<file path="config.mk">
export PLATFORM = sky130hd
export DESIGN_NAME = seq_detect_scheduler
export DESIGN_NICKNAME = d
export VERILOG_FILES = /design/src/rtl/seq_detect_scheduler.sv
export SDC_FILE = /design/constraint.sdc
export NUM_CORES = 1
export LEC_CHECK = 0
export CORE_MARGIN = 2
export CORE_UTILIZATION = 30
export CTS_CLUSTER_DIAMETER = 80
export CTS_CLUSTER_SIZE = 16
export DETAILED_ROUTE_END_ITERATION = 16
export PLACE_DENSITY_LB_ADDON = 0.08
export SETUP_SLACK_MARGIN = 0.3
export SLEW_MARGIN = 5
export SYNTH_ARGS = -nofsm -noshare
export SYNTH_HDL_FRONTEND = slang
export SYNTH_SLANG_ARGS = --single-unit
</file>
<file path="constraint.sdc">
create_clock -name clk -period 3.5 [get_ports clk]
set_clock_uncertainty 0.05 [all_clocks]
set_input_delay 0.525 -clock clk [delete_from_list [all_inputs] [get_ports clk]]
set_output_delay 0.525 -clock clk [all_outputs]
set_load 0.02 [all_outputs]
</file>
<file path="src/rtl/seq_detect_scheduler.sv">
// -----------------------------------------------------------------------------
// seq_detect_scheduler
//   Word-level front end for a serial "10110" sequence detector (Moore or
//   Mealy). A word accepted on the input handshake is serialised MSB-first
//   onto j. The detector is cleared first. The detector's w pulses are
//   counted with saturation, and the count is returned on the output
//   handshake.
//
// Ports
//   clk        in   1      system clock, rising edge
//   rst        in   1      asynchronous, active-low reset
//   in_valid   in   1      source word valid
//   in_data    in   WIDTH  word to scan, MSB sent first
//   in_ready   out  1      block can accept a word (IDLE only)
//   j          out  1      serial bit to detector
//   det_clr    out  1      one-cycle clear pulse to detector
//   w          in   1      detector match output
//   out_valid  out  1      out_count valid
//   out_count  out  CNT_W  saturating match count for the last word
//   out_ready  in   1      sink accepts out_count
//   busy       out  1      high whenever not IDLE
// -----------------------------------------------------------------------------
module seq_detect_scheduler #(
    parameter int WIDTH = 8,
    parameter int CNT_W = 4,
    parameter int DRAIN = 1
) (
    input  logic             clk,
    input  logic             rst,
    input  logic             in_valid,
    input  logic [WIDTH-1:0] in_data,
    output logic             in_ready,
    output logic             j,
    output logic             det_clr,
    input  logic             w,
    output logic             out_valid,
    output logic [CNT_W-1:0] out_count,
    input  logic             out_ready,
    output logic             busy
);

    // One counter serves both the SHIFT bit index and the DRAIN cycle index.
    localparam int BC_W = $clog2(WIDTH + DRAIN + 1);
    localparam logic [BC_W-1:0]  LAST_BIT   = BC_W'(WIDTH - 1);
    localparam logic [BC_W-1:0]  LAST_DRAIN = BC_W'((DRAIN > 0) ? DRAIN - 1 : 0);
    localparam logic [CNT_W-1:0] CNT_MAX    = '1;

    typedef enum logic [2:0] {
        S_IDLE,
        S_CLEAR,
        S_SHIFT,
        S_DRAIN,
        S_DONE
    } state_t;

    state_t           state_q;
    logic [WIDTH-1:0] shift_q;
    logic [BC_W-1:0]  bit_cnt_q;
    logic [CNT_W-1:0] count_q;
    logic [CNT_W-1:0] count_d;
    logic             j_q;
    logic             det_clr_q;
    logic             in_ready_q;
    logic             out_valid_q;
    logic             busy_q;

    // Saturating increment: the count sticks at its maximum instead of wrapping.
    assign count_d = (w && (count_q != CNT_MAX)) ? count_q + 1'b1 : count_q;

    always_ff @(posedge clk or negedge rst) begin
        if (!rst) begin
            state_q     <= S_IDLE;
            shift_q     <= '0;
            bit_cnt_q   <= '0;
            count_q     <= '0;
            j_q         <= 1'b0;
            det_clr_q   <= 1'b0;
            in_ready_q  <= 1'b1;
            out_valid_q <= 1'b0;
            busy_q      <= 1'b0;
        end else begin
            case (state_q)
                S_IDLE: begin
                    if (in_valid && in_ready_q) begin
                        shift_q    <= in_data;
                        count_q    <= '0;
                        det_clr_q  <= 1'b1;
                        in_ready_q <= 1'b0;
                        busy_q     <= 1'b1;
                        state_q    <= S_CLEAR;
                    end
                end
                S_CLEAR: begin
                    // Preload bit 0 so that j is already valid in the first SHIFT cycle.
                    det_clr_q <= 1'b0;
                    j_q       <= shift_q[WIDTH-1];
                    shift_q   <= {shift_q[WIDTH-2:0], 1'b0};
                    bit_cnt_q <= '0;
                    state_q   <= S_SHIFT;
                end
                S_SHIFT: begin
                    count_q <= count_d;
                    if (bit_cnt_q == LAST_BIT) begin
                        j_q         <= 1'b0;
                        bit_cnt_q   <= '0;
                        state_q     <= (DRAIN > 0) ? S_DRAIN : S_DONE;
                        out_valid_q <= (DRAIN == 0);
                    end else begin
                        j_q       <= shift_q[WIDTH-1];
                        shift_q   <= {shift_q[WIDTH-2:0], 1'b0};
                        bit_cnt_q <= bit_cnt_q + 1'b1;
                    end
                end
                S_DRAIN: begin
                    // A Moore detector reports its match for the last bit one cycle late.
                    count_q <= count_d;
                    if (bit_cnt_q == LAST_DRAIN) begin
                        out_valid_q <= 1'b1;
                        state_q     <= S_DONE;
                    end else begin
                        bit_cnt_q <= bit_cnt_q + 1'b1;
                    end
                end
                S_DONE: begin
                    if (out_ready) begin
                        out_valid_q <= 1'b0;
                        in_ready_q  <= 1'b1;
                        busy_q      <= 1'b0;
                        state_q     <= S_IDLE;
                    end
                end
                default: begin
                    state_q <= S_IDLE;
                end
            endcase
        end
    end

    assign in_ready  = in_ready_q;
    assign j         = j_q;
    assign det_clr   = det_clr_q;
    assign out_valid = out_valid_q;
    assign out_count = count_q;
    assign busy      = busy_q;

endmodule

</file>
### Word level (Yosys, flattened, before mapping)

Index checks and enable logic that the tools add are counted.
Widths: inputs -> output; s select.

| operators by class | value |
|---|---|
| muxes and demuxes | 26 |
| $mul | 0 |
| div/mod/pow operators | 0 |
| shift-type cells | 0 |
| $add $sub $neg | 2 |
| reductions and logical operators | 19 |
| equal/unequal tests | 13 |
| order comparisons | 0 |
| bitwise logic cells | 0 |

Operators with widths:

| cell | count |
|---|---|
| $pmux 8 s3 | 1 |
| $mux 4 | 4 |
| $mux 8 | 2 |
| $pmux 3 s5 | 1 |
| $mux 3 | 4 |
| $ne 2x2->1 const B | 6 |
| $pmux 4 s3 | 1 |
| $reduce_and 3->1 | 3 |
| $reduce_bool 3->1 | 3 |
| $add 4x1->4 const B | 2 |
| $pmux 1 s2 | 4 |
| $pmux 4 s2 | 1 |
| $reduce_and 4->1 | 2 |
| $reduce_bool 2->1 | 4 |
| $mux 1 | 7 |
| $eq 3x2->1 const B | 2 |
| $eq 4x3->1 const B | 1 |
| $logic_not 4->1 | 1 |
| $ne 4x4->1 const B | 1 |
| $reduce_and 2->1 | 2 |
| $eq 3x1->1 const B | 1 |
| $eq 3x3->1 const B | 1 |
| $logic_not 3->1 | 1 |
| $pmux 1 s3 | 1 |
| 3 further kinds | 4 |

| storage, ports and cells | value |
|---|---|
| memories | 0 |
| latch bits | 0 |
| output and inout bits | 9 |
| logic and storage cells | 69 |
| input port bits | 13 |
| bits in writable memories | 0 |
| bits in registers | 24 |
| ROM bits | 0 |

### Depth between registers and ports, before layout

Gate-level depths: netlist of the first run.

| logic depth | value |
|---|---|
| depth after elaboration | 4 |
| mapped depth | 6 |
| mapped depth without buffers | 6 |

### Least setup slack after synthesis of the first run

Ideal clock, no wire load.

| timing | value |
|---|---|
| path kind | reg-to-reg |
| start point | register bit_cnt_q[1] |
| end point | register shift_q[1] |
| cell stages (with the launch flop) | 6 |
| data arrival time | 1.432 ns |
| setup slack | 1.893 ns |
| buffers on the path | 0 |
| library setup time | 0.125 ns |
| clock period less this slack | 1.607 ns |
| data required time | 3.325 ns |
| cells stage by stage | dfrtp_1 ha_1 and3b_1 nor2b_2 o21ai_4 mux2_2 |

| on the way | value |
|---|---|
| longest elaborated chain between the ends | 3 |

Ends and longest elaborated chain:

| element | RTL line | source |
|---|---|---|
| from (decl) | 58 | `logic [BC_W-1:0] bit_cnt_q;` |
| from (signal assigned) | 111 | `bit_cnt_q <= bit_cnt_q + 1'b1;` |
| from (signal assigned) | 121 | `bit_cnt_q <= bit_cnt_q + 1'b1;` |
| $eq 4x3->1 | 103 | `if (bit_cnt_q == LAST_BIT) begin` |
| $ne 2x2->1 (no line) | - |  |
| $reduce_and 3->1 (no line) | - |  |
| to (signal assigned) | 85 | `shift_q <= in_data;` |
| to (signal assigned) | 97 | `shift_q <= {shift_q[WIDTH-2:0], 1'b0};` |
| to (signal assigned) | 110 | `shift_q <= {shift_q[WIDTH-2:0], 1'b0};` |
| to (decl) | 57 | `logic [WIDTH-1:0] shift_q;` |

Every way passes these cells.
A chain may end at the register's enable or synchronous reset.

### Worst setup path after layout of the first run

| timing | value |
|---|---|
| start point | register in_ready_q, in the netlist in_ready |
| end point | output in_ready |

RTL lines:

| element | RTL line | source |
|---|---|---|
| from (decl) | 63 | `logic in_ready_q;` |
| from (signal assigned) | 78 | `in_ready_q <= 1'b1;` |
| from (signal assigned) | 88 | `in_ready_q <= 1'b0;` |
| from (signal assigned) | 127 | `in_ready_q <= 1'b1;` |
| to (decl) | 32 | `output logic in_ready,` |

No word-level cell between the ends.

==> results of run 1 <==
-- final cells by class --
type | instances | area share [%]
Timing Repair Buffer | 22 | 13.46
Multi-Input combinational cell | 84 | 40.22
Inverter | 8 | 1.856
Clock buffer | 4 | 3.403
Sequential cell | 24 | 37.20
Tap cell | 50 | 3.867
-- report_power, final --
part	internal, mW	switching [mW]
registers	0.392	0.111
clock network	0.100	0.0869
logic	0.337	0.277
-- cells by family (layout without fill, tap and decap cells) --
| family | after synthesis | in the layout | synth area share (%) |
|---|---|---|---|
| adder cells (fa/ha/maj) | 3 | 3 | 2.874 |
| flip-flops | 24 | 24 | 46.07 |
| AO/OA/AOI/OAI | 27 | 27 | 14.66 |
| multiplexers | 17 | 17 | 14.56 |
| buffers and inverters | 11 | 34 | 4.119 |
| XOR/XNOR | 3 | 3 | 3.449 |
| AND/OR/NAND/NOR | 34 | 34 | 14.27 |
-- sequential cells by signal, indices dropped and copies added, names as in the netlist --
signal	flops
out_count	4
state_q	3
in_ready	1
busy	1
det_clr	1
out_valid	1
bit_cnt_q	4
j	1
shift_q	8
-- layout by cell type (no fill, tap or decap), types with 2 or more instances in the layout --
cell and count:
nand2b_1 3, clkdlybuf4s50_1 21, a21oi_1 7, and3_1 2
nand4_1 2, a22o_1 5, nand3_1 4, a21o_1 2
a31oi_1 2, xor2_1 2, o21ai_0 4, nor2_1 8
nand2_1 6, ha_1 3, mux2_2 14, dfrtp_1 23
inv_1 7, clkbuf_8 4, mux2_1 2
-- cell usage after synthesis, drive strengths merged (2+ instances only) --
master	number	share of area, %
dfrtp	23	44
mux2	16	14
nor2	9	3.2
inv	8	2.3
a21oi	7	2.7
nand2	6	1.7
a22o	5	3.4
o21ai	5	2.8
nand3	4	1.5
buf	3	1.8
ha	3	2.9
nand2b	3	1.4
a21o	2	1.1
a31oi	2	0.96
and3	2	0.96
nand4	2	0.96
nor2b	2	1.1
xor2	2	1.3
-- metrics by stage --
stage | total power [mW] | cells | hold slack (ps) | instance area, um^2 | utilization, %
global placement | 1.113 | 188 | 433.4 | 1563 | 38.24
CTS | 1.327 | 192 | 459.1 | 1618 | 39.59
floorplan | 0.9475 | 119 | 179.4 | 1306 | -
finish | 1.305 | 192 | 461.2 | 1618 | 39.59
global route | 1.414 | 192 | 487.5 | 1618 | 39.59
detailed placement | 1.127 | 188 | 437.3 | 1563 | 38.24
-- worst paths after layout --
check | endpoint
max | in_ready
min | shift_q[5]
max reg2reg | shift_q[5]
min reg2reg | shift_q[5]
max in group asynchronous | in_ready
min in group asynchronous | out_valid
-- layer usage --
layer	GRT usage (%)	part of all wire (%)	vias up
li1	-	-	470
met1	16.62	49	473
met2	19.58	44	24
met3	3.608	5.4	4
met4	3.846	1.3	0
met5	0	0	-
==> flow_summary.yaml, run 1 <==
worst_setup_path:
  r2r_cells: 4
  r2r_setup_slack_ps: 1690
  crit_start: "in_ready"
  cp_top_family: "buffers and inverters"
  crit_buf_inv: 1
  crit_cells: 1
  start_kind: "flop"
  crit_type: "flop to output pin"
  arrival_ps: 1500
  endpoint_kind: "output pin"
  cp_slowest_cell: "clkdlybuf4s50_1"
  crit_required_ps: 2920
  r2r_start: "state_q[1]"
  cp_max_fo: 8
  cp_slowest_stage_delay_ps: 620
  cp_cell_sequence: "clkdlybuf4s50_1"
sta:
  period_needed_ps: 2073
  rsz0062_at_grt: "no"
  hold_viol: 0
  slew_violations: 0
  finalCritPeriodShare_pct: 59.24
  worst_pin_slew_ps: 512.7
  setup-tns-final_ps: 0
  timing.final.ws_setup_ps: 1427
  finalSetupViolations: 0
  slew_headroom_pct: 65.56
  clock.fmax_ghz: 0.4823
synth:
  ys_seq_area_share_pct: 46.07
  async_reset_ff_share_pct: 100.0
  synthesis.area_mm2: 0.001306
  synth_edf_count: 0
  synth_ff_type: "dfrtp_1"
  synth_nets: 135
  synth.distinct_cells: 40
  syn_area_per_cell_um2: 10.98
  postSynthCellCount: 119
  ys_ff_latch: 24
  ys.warnings.count: 0
clocking:
  worstSkewPairLatency_ps: 270
  ctsHoldBuffers: 0
  cts_resized: 0
  postCtsSetupBuffers: 0
  cts_tree: "built"
  numCtsBuffers: 3
  cts.sinks: 24
  root_buffer: "clkbuf_8"
  clock_path_buffers: 2
  cts.htree.levels: 1
  clk_pin_slew_ps: 90
cells_and_area:
  fillCellCount: 409
  drive_gt1_share_pct: 17.61
  area_growth_syn_to_layout_pct: 23.85
  diodes: 0
  regArea_um2: 601.8
  multi_input_area_um2: 650.6
  final_nets: 159
global_routing:
  grt_pass1_wl_um: 4878
  grt_max_degree: 25
  grt.total_usage_pct: 12.48
  antenna_found_initial: 0
  grt.overflow.total: 0
  first_global_vias: 998
drt:
  drc: 0
  first_pass_iters: 4
  ant_nets: 0
  drtIter0Drc: 49
  wire_per_inst_um: 14.40
  routed_via_density: 5.057
  vias: 971
  drt_wl_total_um: 2764
worst_hold_path:
  min_from: "shift_q[5]"
  hold_path_depth: 1
  hp-class: "flop to flop"
place:
  io_buffer_count: 21
  place_congestion: 0.7805
  dpl_worst_slack_ps: 1343
  dpl.hpwl_um: 1942
outcome:
  status: "completed"
job:
  maxCapViolCount: 0
floorplan:
  fp.dieW_um: 69.99
  num_rows: 23
  ios: 22
  initial_utilization_pct: 31.97
  die_h_um: 69.99
  coreArea_mm2: 0.004086
  die-area_mm2: 0.004898
power:
  p_per_area_mw_per_mm2: 806.4
  vdd_drop_max_mv: 0.3531
  p_leak_nw: 0.6886
No activity file was read; power rests on OpenSTA's default activity.
==> run 2, diff against run 1 <==
==> constraint.sdc (replaced) <==
create_clock -name clk -period 1.8 [get_ports clk]
set_clock_uncertainty 0.05 [all_clocks]
set_input_delay 0.27 -clock clk [delete_from_list [all_inputs] [get_ports clk]]
set_output_delay 0.27 -clock clk [all_outputs]
set_load 0.02 [all_outputs]
==> flow_summary.yaml, run 2 (same netlist as run 1, synthesis figures left out) <==
outcome:
  status: "completed"
power:
  p_per_area_mw_per_mm2: 1575
  vdd_drop_max_mv: 0.7251
  p_leak_nw: 0.8763
drt:
  vias: 1041
  drt_wl_total_um: 3123
  drtIter0Drc: 38
  drc: 0
  wire_per_inst_um: 14.66
  routed_via_density: 4.887
  first_pass_iters: 4
  ant_nets: 0
sta:
  finalCritPeriodShare_pct: 91.38
  timing.final.ws_setup_ps: 155.2
  finalSetupViolations: 0
  worst_pin_slew_ps: 474.8
  rsz0062_at_grt: "yes"
  period_needed_ps: 1645
  hold_viol: 0
  slew_violations: 0
  slew_headroom_pct: 68.35
  clock.fmax_ghz: 0.6080
floorplan:
  coreArea_mm2: 0.004086
  initial_utilization_pct: 31.97
  ios: 22
  num_rows: 23
  die_h_um: 69.99
  fp.dieW_um: 69.99
  die-area_mm2: 0.004898
global_routing:
  grt.total_usage_pct: 14.37
  first_global_vias: 1215
  antenna_found_initial: 0
  grt.overflow.total: 0
  grt_max_degree: 25
  grt_pass1_wl_um: 5671
clocking:
  ctsHoldBuffers: 0
  cts_tree: "built"
  clock_path_buffers: 2
  root_buffer: "clkbuf_8"
  clk_pin_slew_ps: 80
  numCtsBuffers: 3
  cts.sinks: 24
  worstSkewPairLatency_ps: 270
  cts.htree.levels: 1
worst_setup_path:
  cp_max_fo: 8
  crit_required_ps: 1900
  arrival_ps: 1750
  start_kind: "flop"
  endpoint_kind: "flop"
  crit_type: "flop to flop"
  r2r_setup_slack_ps: 160
cells_and_area:
  layout_common_cells: "dfrtp_1, buf_4, clkdlybuf4s50_1, mux2_2, dlygate4sd2_1"
  diodes: 0
  drive_gt1_share_pct: 45.40
  final_common_cell: "dfrtp_1"
  largest-register: "shift_q"
  area_growth_syn_to_layout_pct: 51.63
  final_util_pct: 48.47
  largest_reg_flops: 8
  final_nets: 180
place:
  dpl.hpwl_um: 2151
  dpl_worst_slack_ps: -7.332
  place_congestion: 0.7553
  io_buffer_count: 21
worst_hold_path:
  hp-class: "input port to async pin"
job:
  maxCapViolCount: 0
run 2: critical path, stage by stage (launching register included):
cell	delay (ps)
dfrtp_2	450
ha_4	170
and3b_2	240
nor2b_4	140
o21ai_4	60
buf_12	140
mux2_4	290
run 2: repair_timing:
item                                    4_1_cts  5_1_grt
pin swaps                                     9       10
endpoints found under the setup margin       28       22
endpoints found under the hold margin         0        0
gates resized for setup                      44       21
buffers inserted                             11        2
run 2: routing by layer:
| layer | vias to the layer above | routed length (um) | share of wire, % | GRT usage (%) |
|---|---|---|---|---|
| met4 | 0 | 27 | 0.86 | 3.632 |
| met2 | 17 | 1539 | 49 | 24.44 |
| li1 | 516 | - | - | - |
| met1 | 504 | 1438 | 46 | 17.93 |
| met3 | 4 | 118 | 3.8 | 4.040 |
| met5 | - | 0 | 0 | 0 |
run 2: cell type report:
class                           count  area [um^2]
Inverter                            8        36.28
Clock buffer                        4        45.04
Timing Repair Buffer               43        411.6
Fill cell                         389         2106
Tap cell                           50        62.56
Sequential cell                    24        606.8
Multi-Input combinational cell     84        818.3
run 2: final timing paths:
| kind | from | endpoint | cells after the start |
|---|---|---|---|
| worst max-delay path | bit_cnt_q[0] | shift_q[6] | 6 |
| worst min-delay path | rst | shift_q[0] | 2 |
| worst max register to register | bit_cnt_q[0] | shift_q[6] | 6 |
| worst min register to register | shift_q[3] | shift_q[3] | 1 |
| max in group asynchronous | rst | in_ready | 2 |
| min in group clk | shift_q[3] | shift_q[3] | 1 |
run 2: per-stage QoR:
stage                     hold WS, ps  total power [mW]  setup TNS, ps  std cells  cell area [um^2]
after CTS                       320.0             3.023              0        211              1893
final                           316.0             3.120              0        213              1981
after global routing            319.5             3.368              0        213              1981
after floorplan                -75.59             1.840              0        119              1309
after detailed placement        437.3             2.259         -10.47        196              1625
after global placement          430.7             2.209              0        196              1625
run 2: where the power goes:
part / internal [mW] / switching [mW]
registers: 0.769 / 0.210
logic: 1.06 / 0.753
clock network: 0.158 / 0.167
==> run 3, diff against run 2 <==
--- a/config.mk
+++ b/config.mk
@@ -5,13 +5,13 @@
 export SDC_FILE = /design/constraint.sdc
 export NUM_CORES = 1
 export LEC_CHECK = 0
+export CORE_ASPECT_RATIO = 1.25
 export CORE_MARGIN = 2
-export CORE_UTILIZATION = 30
+export CORE_UTILIZATION = 40
 export CTS_CLUSTER_DIAMETER = 80
 export CTS_CLUSTER_SIZE = 16
 export DETAILED_ROUTE_END_ITERATION = 16
 export PLACE_DENSITY_LB_ADDON = 0.08
-export SETUP_SLACK_MARGIN = 0.3
 export SLEW_MARGIN = 5
 export SYNTH_ARGS = -nofsm -noshare
 export SYNTH_HDL_FRONTEND = slang
==> flow_summary.yaml, run 3 (same netlist as run 1, synthesis figures left out) <==
sta:
  period_needed_ps: 1709
  rsz0062_at_grt: "no"
  finalSetupViolations: 0
  clock.fmax_ghz: 0.5853
  worst_pin_slew_ps: 362.1
  hold_viol: 0
  slew_violations: 0
  timing.final.ws_setup_ps: 91.35
  slew_headroom_pct: 75.23
  hold_ws_ps: 324.8
  setup-tns-final_ps: 0
  finalCritPeriodShare_pct: 94.92
drt:
  drt_wl_total_um: 2520
  drtIter0Drc: 26
  routed_via_density: 5.312
  vias: 988
  first_pass_iters: 4
  ant_nets: 0
  drc: 0
  wire_per_inst_um: 13.55
clocking:
  postCtsSetupBuffers: 0
  root_buffer: "clkbuf_8"
  clock_path_buffers: 2
  clk_pin_slew_ps: 80
  cts_resized: 1
  cts.sinks: 24
  numCtsBuffers: 3
  worstSkewPairLatency_ps: 260
  cts_tree: "built"
  ctsHoldBuffers: 0
  cts.htree.levels: 1
cells_and_area:
  diodes: 0
  drive_gt1_share_pct: 21.48
  largest_reg_flops: 8
  largest-register: "shift_q"
  finalNonFillerCells: 186
  final_util_pct: 52.21
  final_area_mm2: 0.001653
  final_common_cell: "dfrtp_1"
  area_growth_syn_to_layout_pct: 26.53
  final_nets: 166
  fillCellCount: 311
  layout_common_cells: "dfrtp_1, clkdlybuf4s50_1, mux2_2, nor2_1, buf_4"
place:
  place_inst: 182
  dpl.hpwl_um: 1909
  post_dp_cell_area_mm2: 0.001599
  place_congestion: 0.7390
  dpl_worst_slack_ps: 53.96
  io_buffer_count: 21
outcome:
  status: "completed"
worst_setup_path:
  crit_type: "flop to flop"
  endpoint_kind: "flop"
  arrival_ps: 1810
  crit_start: "bit_cnt_q[1]"
  cp_max_fo: 8
  crit_required_ps: 1900
  r2r_start: "bit_cnt_q[1]"
  start_kind: "flop"
global_routing:
  grt_max_degree: 25
  grt.overflow.total: 0
  first_global_vias: 925
  grt.total_usage_pct: 15.24
  grt_pass1_wl_um: 4098
  antenna_found_initial: 0
power:
  p_per_area_mw_per_mm2: 1545
  vdd_drop_max_mv: 0.8203
  p_total_mw: 2.553
  p_leak_nw: 0.7287
floorplan:
  coreArea_mm2: 0.003166
  fp.dieW_um: 55.11
  ios: 22
  initial_utilization_pct: 41.26
  die_h_um: 67.89
  die-area_mm2: 0.003741
  num_rows: 23
job:
  maxCapViolCount: 0
worst_hold_path:
  hp-class: "input port to async pin"
## run 3: changes by cell type in the layout (fill, tap and decap cells not counted), sizes merged
cell and change:
buf -14, clkdlybuf4s50 +8, dlygate4sd2 -7, clkbuf -1, clkinvlp -1, inv +1
## run 3: per-layer routing
| layer | vias to the layer above | share of wire, % | global-route usage [%] |
|---|---|---|---|
| li1 | 482 | - | - |
| met1 | 485 | 42 | 17.39 |
| met2 | 19 | 53 | 27.23 |
| met3 | 2 | 3.5 | 2.402 |
| met4 | 0 | 0.95 | 6.707 |
| met5 | - | 0 | 0 |
## run 3: cell type report
cell class	instances	area [um^2]	share of cell area (%)
Multi-Input combinational cell	84	650.6	39.36
Sequential cell	24	601.8	36.41
Timing Repair Buffer	29	269.0	16.28
Clock buffer	4	55.05	3.331
Tap cell	37	46.29	2.801
Inverter	8	30.03	1.817
## run 3: report_power, final
part	internal (mW)	total, mW	switching [mW]
Clock	0.195	0.357	0.163
Combinational	0.698	1.28	0.577
Sequential	0.763	0.921	0.158
## run 3: critical path, cell delays in order, from the launching register on
cell,delay [ps]
dfrtp_1,400
ha_1,190
and3b_1,210
nor2b_2,80
o21ai_4,290
mux2_2,370
## run 3: final timing paths
path	endpoint	slack (ps)	cells after the start
min in group clk	j	460	1
worst max register to register	shift_q[7]	90	5
max in group asynchronous	in_ready	1090	2
worst min register to register	j	460	1
worst max-delay path	shift_q[7]	90	5
worst min-delay path	shift_q[1]	320	2
==> edit (config.mk and constraints of run 3) <==
Reset style: synchronous (`rst`), changed in one clocked block. Comments in the files are not updated.
--- a/src/rtl/seq_detect_scheduler.sv
+++ b/src/rtl/seq_detect_scheduler.sv
@@ -68,5 +68,5 @@
     assign count_d = (w && (count_q != CNT_MAX)) ? count_q + 1'b1 : count_q;
 
-    always_ff @(posedge clk or negedge rst) begin
+    always_ff @(posedge clk) begin
         if (!rst) begin
             state_q     <= S_IDLE;
Behaviour: differs if rst is asserted again (counterexample within 4 cycles, from zero or initial values and one cycle with rst low); with rst held inactive, the same outputs for 10 cycles.
==> edit against run 3 <==
Sequential share of layout area is 6.7 points lower. Sequential cell count stayed put. Design area down 2.2%. Area after synthesis increased by 1.3%. Setup slack better by 45 ps. Fmax rose by 2.7%. Routed wire length increased by 6.7%. Critical path type is now reg -> out. Highest routed layer unchanged.
Power is not compared: it rests on default switching activity, and its combinational part moved more than twofold at a synthesized area within 25%.
==> edit: results (changes against run 3) <==
Filler Cell Count: 312 (+0.32%)
Inverters excl. clock: 5 (-3)
final core occ: 50.6% (-1.6 points)
Nets: 183 (+10%)
M1 WL: 1230 um (+16%)
HPWL Detailed: 2010 um (+5.3%)
Max-slew headroom: 71.0% (-4.3 points)
clkbuf count: 4 (unchanged)
Hold/Removal Path Class: reg -> reg
top cells by area, synth: dfxtp_1 36%, mux2i_1 8.3%, a21oi_1 6.4%, o21ai_0 4.9%, ha_1 2.8%
area added between synthesis and finish: 22.1%
met3 routed WL: 98 um (+13%)
routed wire length: 2690 um (+6.7%)
Met2 Wirelength: 1320 um (-1.9%)
RePlAce Congestion: 0.841 (+14%)
setup slack at placement: 121 ps (+67.4 ps)
syn nets: 161 (+19%)
post_cts resized: 0 (-1)
most instantiated cells after synthesis: 24 x dfxtp_1, 17 x a21oi_1, 13 x o21ai_0, 11 x mux2i_1, 9 x nor2_1
WL/cell: 13.2 um (-2.2%)
mux share of post-synthesis cell area: 9.17% (-5.4 points)
FF+latch count, synth: 24 (unchanged)
delay-heaviest family, CP: buffers and inverters
placed instance area: 1560 um2 (-2.3%)
Async S/R FF share, synth: 0% (-100 points)
outcome: finished clean
largest net degree at the start of global routing: 17 (-32%)
layout cells sized above 1: 12.7% (-8.8 points)
xor-xnor portion of the synthesized cell area: 2.55% (-0.90 points)
Iter 0 DRT Violations: 9 (-65%)
via count: 1,101 (+11%)
buffering overhead: 14.9% (-1.4 points)
crit-path max FO: 7 (-1)
Clock-cell share: 3.41% (+0.075 points)
vias in the first global route: 1,006 (+8.8%)
Buffers, non-clock: 25 (-14%)
All-Layer GR Usage: 15.2% (-0.061 points)
area occupied by multi-input gates: 776 um2 (+19%)
routing usage on met3: 2.65% (+0.24 points)
met2 Use GR: 28.3% (+1.0 points)
multi-input gates: 108 (+29%)
Placed Cells incl. Taps: 199 (+9.3%)
initial antenna violation count: 0 (unchanged)
met1 usage: 17.9% (+0.53 points)
Synth cell types: 46 (+15%)
worst endpoint data arrival time: 1340 ps (-470 ps)
edit: cell types whose count changed after synthesis, moves of 4 or more:
cell | before | now
a22o_1 | 5 | 0
o21ai_0 | 4 | 13
a21oi_1 | 7 | 17
dfrtp_1 | 23 | 0
dfxtp_1 | 0 | 24
nor3_1 | 1 | 5
mux2i_1 | 1 | 11
mux2_2 | 14 | 1
edit: final timing paths:
check | cells after the start | to | slack [ps] | startpoint
hold / removal | 2 | shift_q[0] | 440 | shift_q[0]
setup reg to reg | 4 | out_count[3] | 210 | state_q[1]
setup / recovery | 1 | in_ready | 140 | in_ready
hold reg to reg | 2 | shift_q[0] | 440 | shift_q[0]
edit: report_power, final:
part | switching (mW) | internal, mW
logic | 0.140 | 0.141
clock network | 0.168 | 0.195
registers | 0.0367 | 0.575
total | 0.345 | 0.911
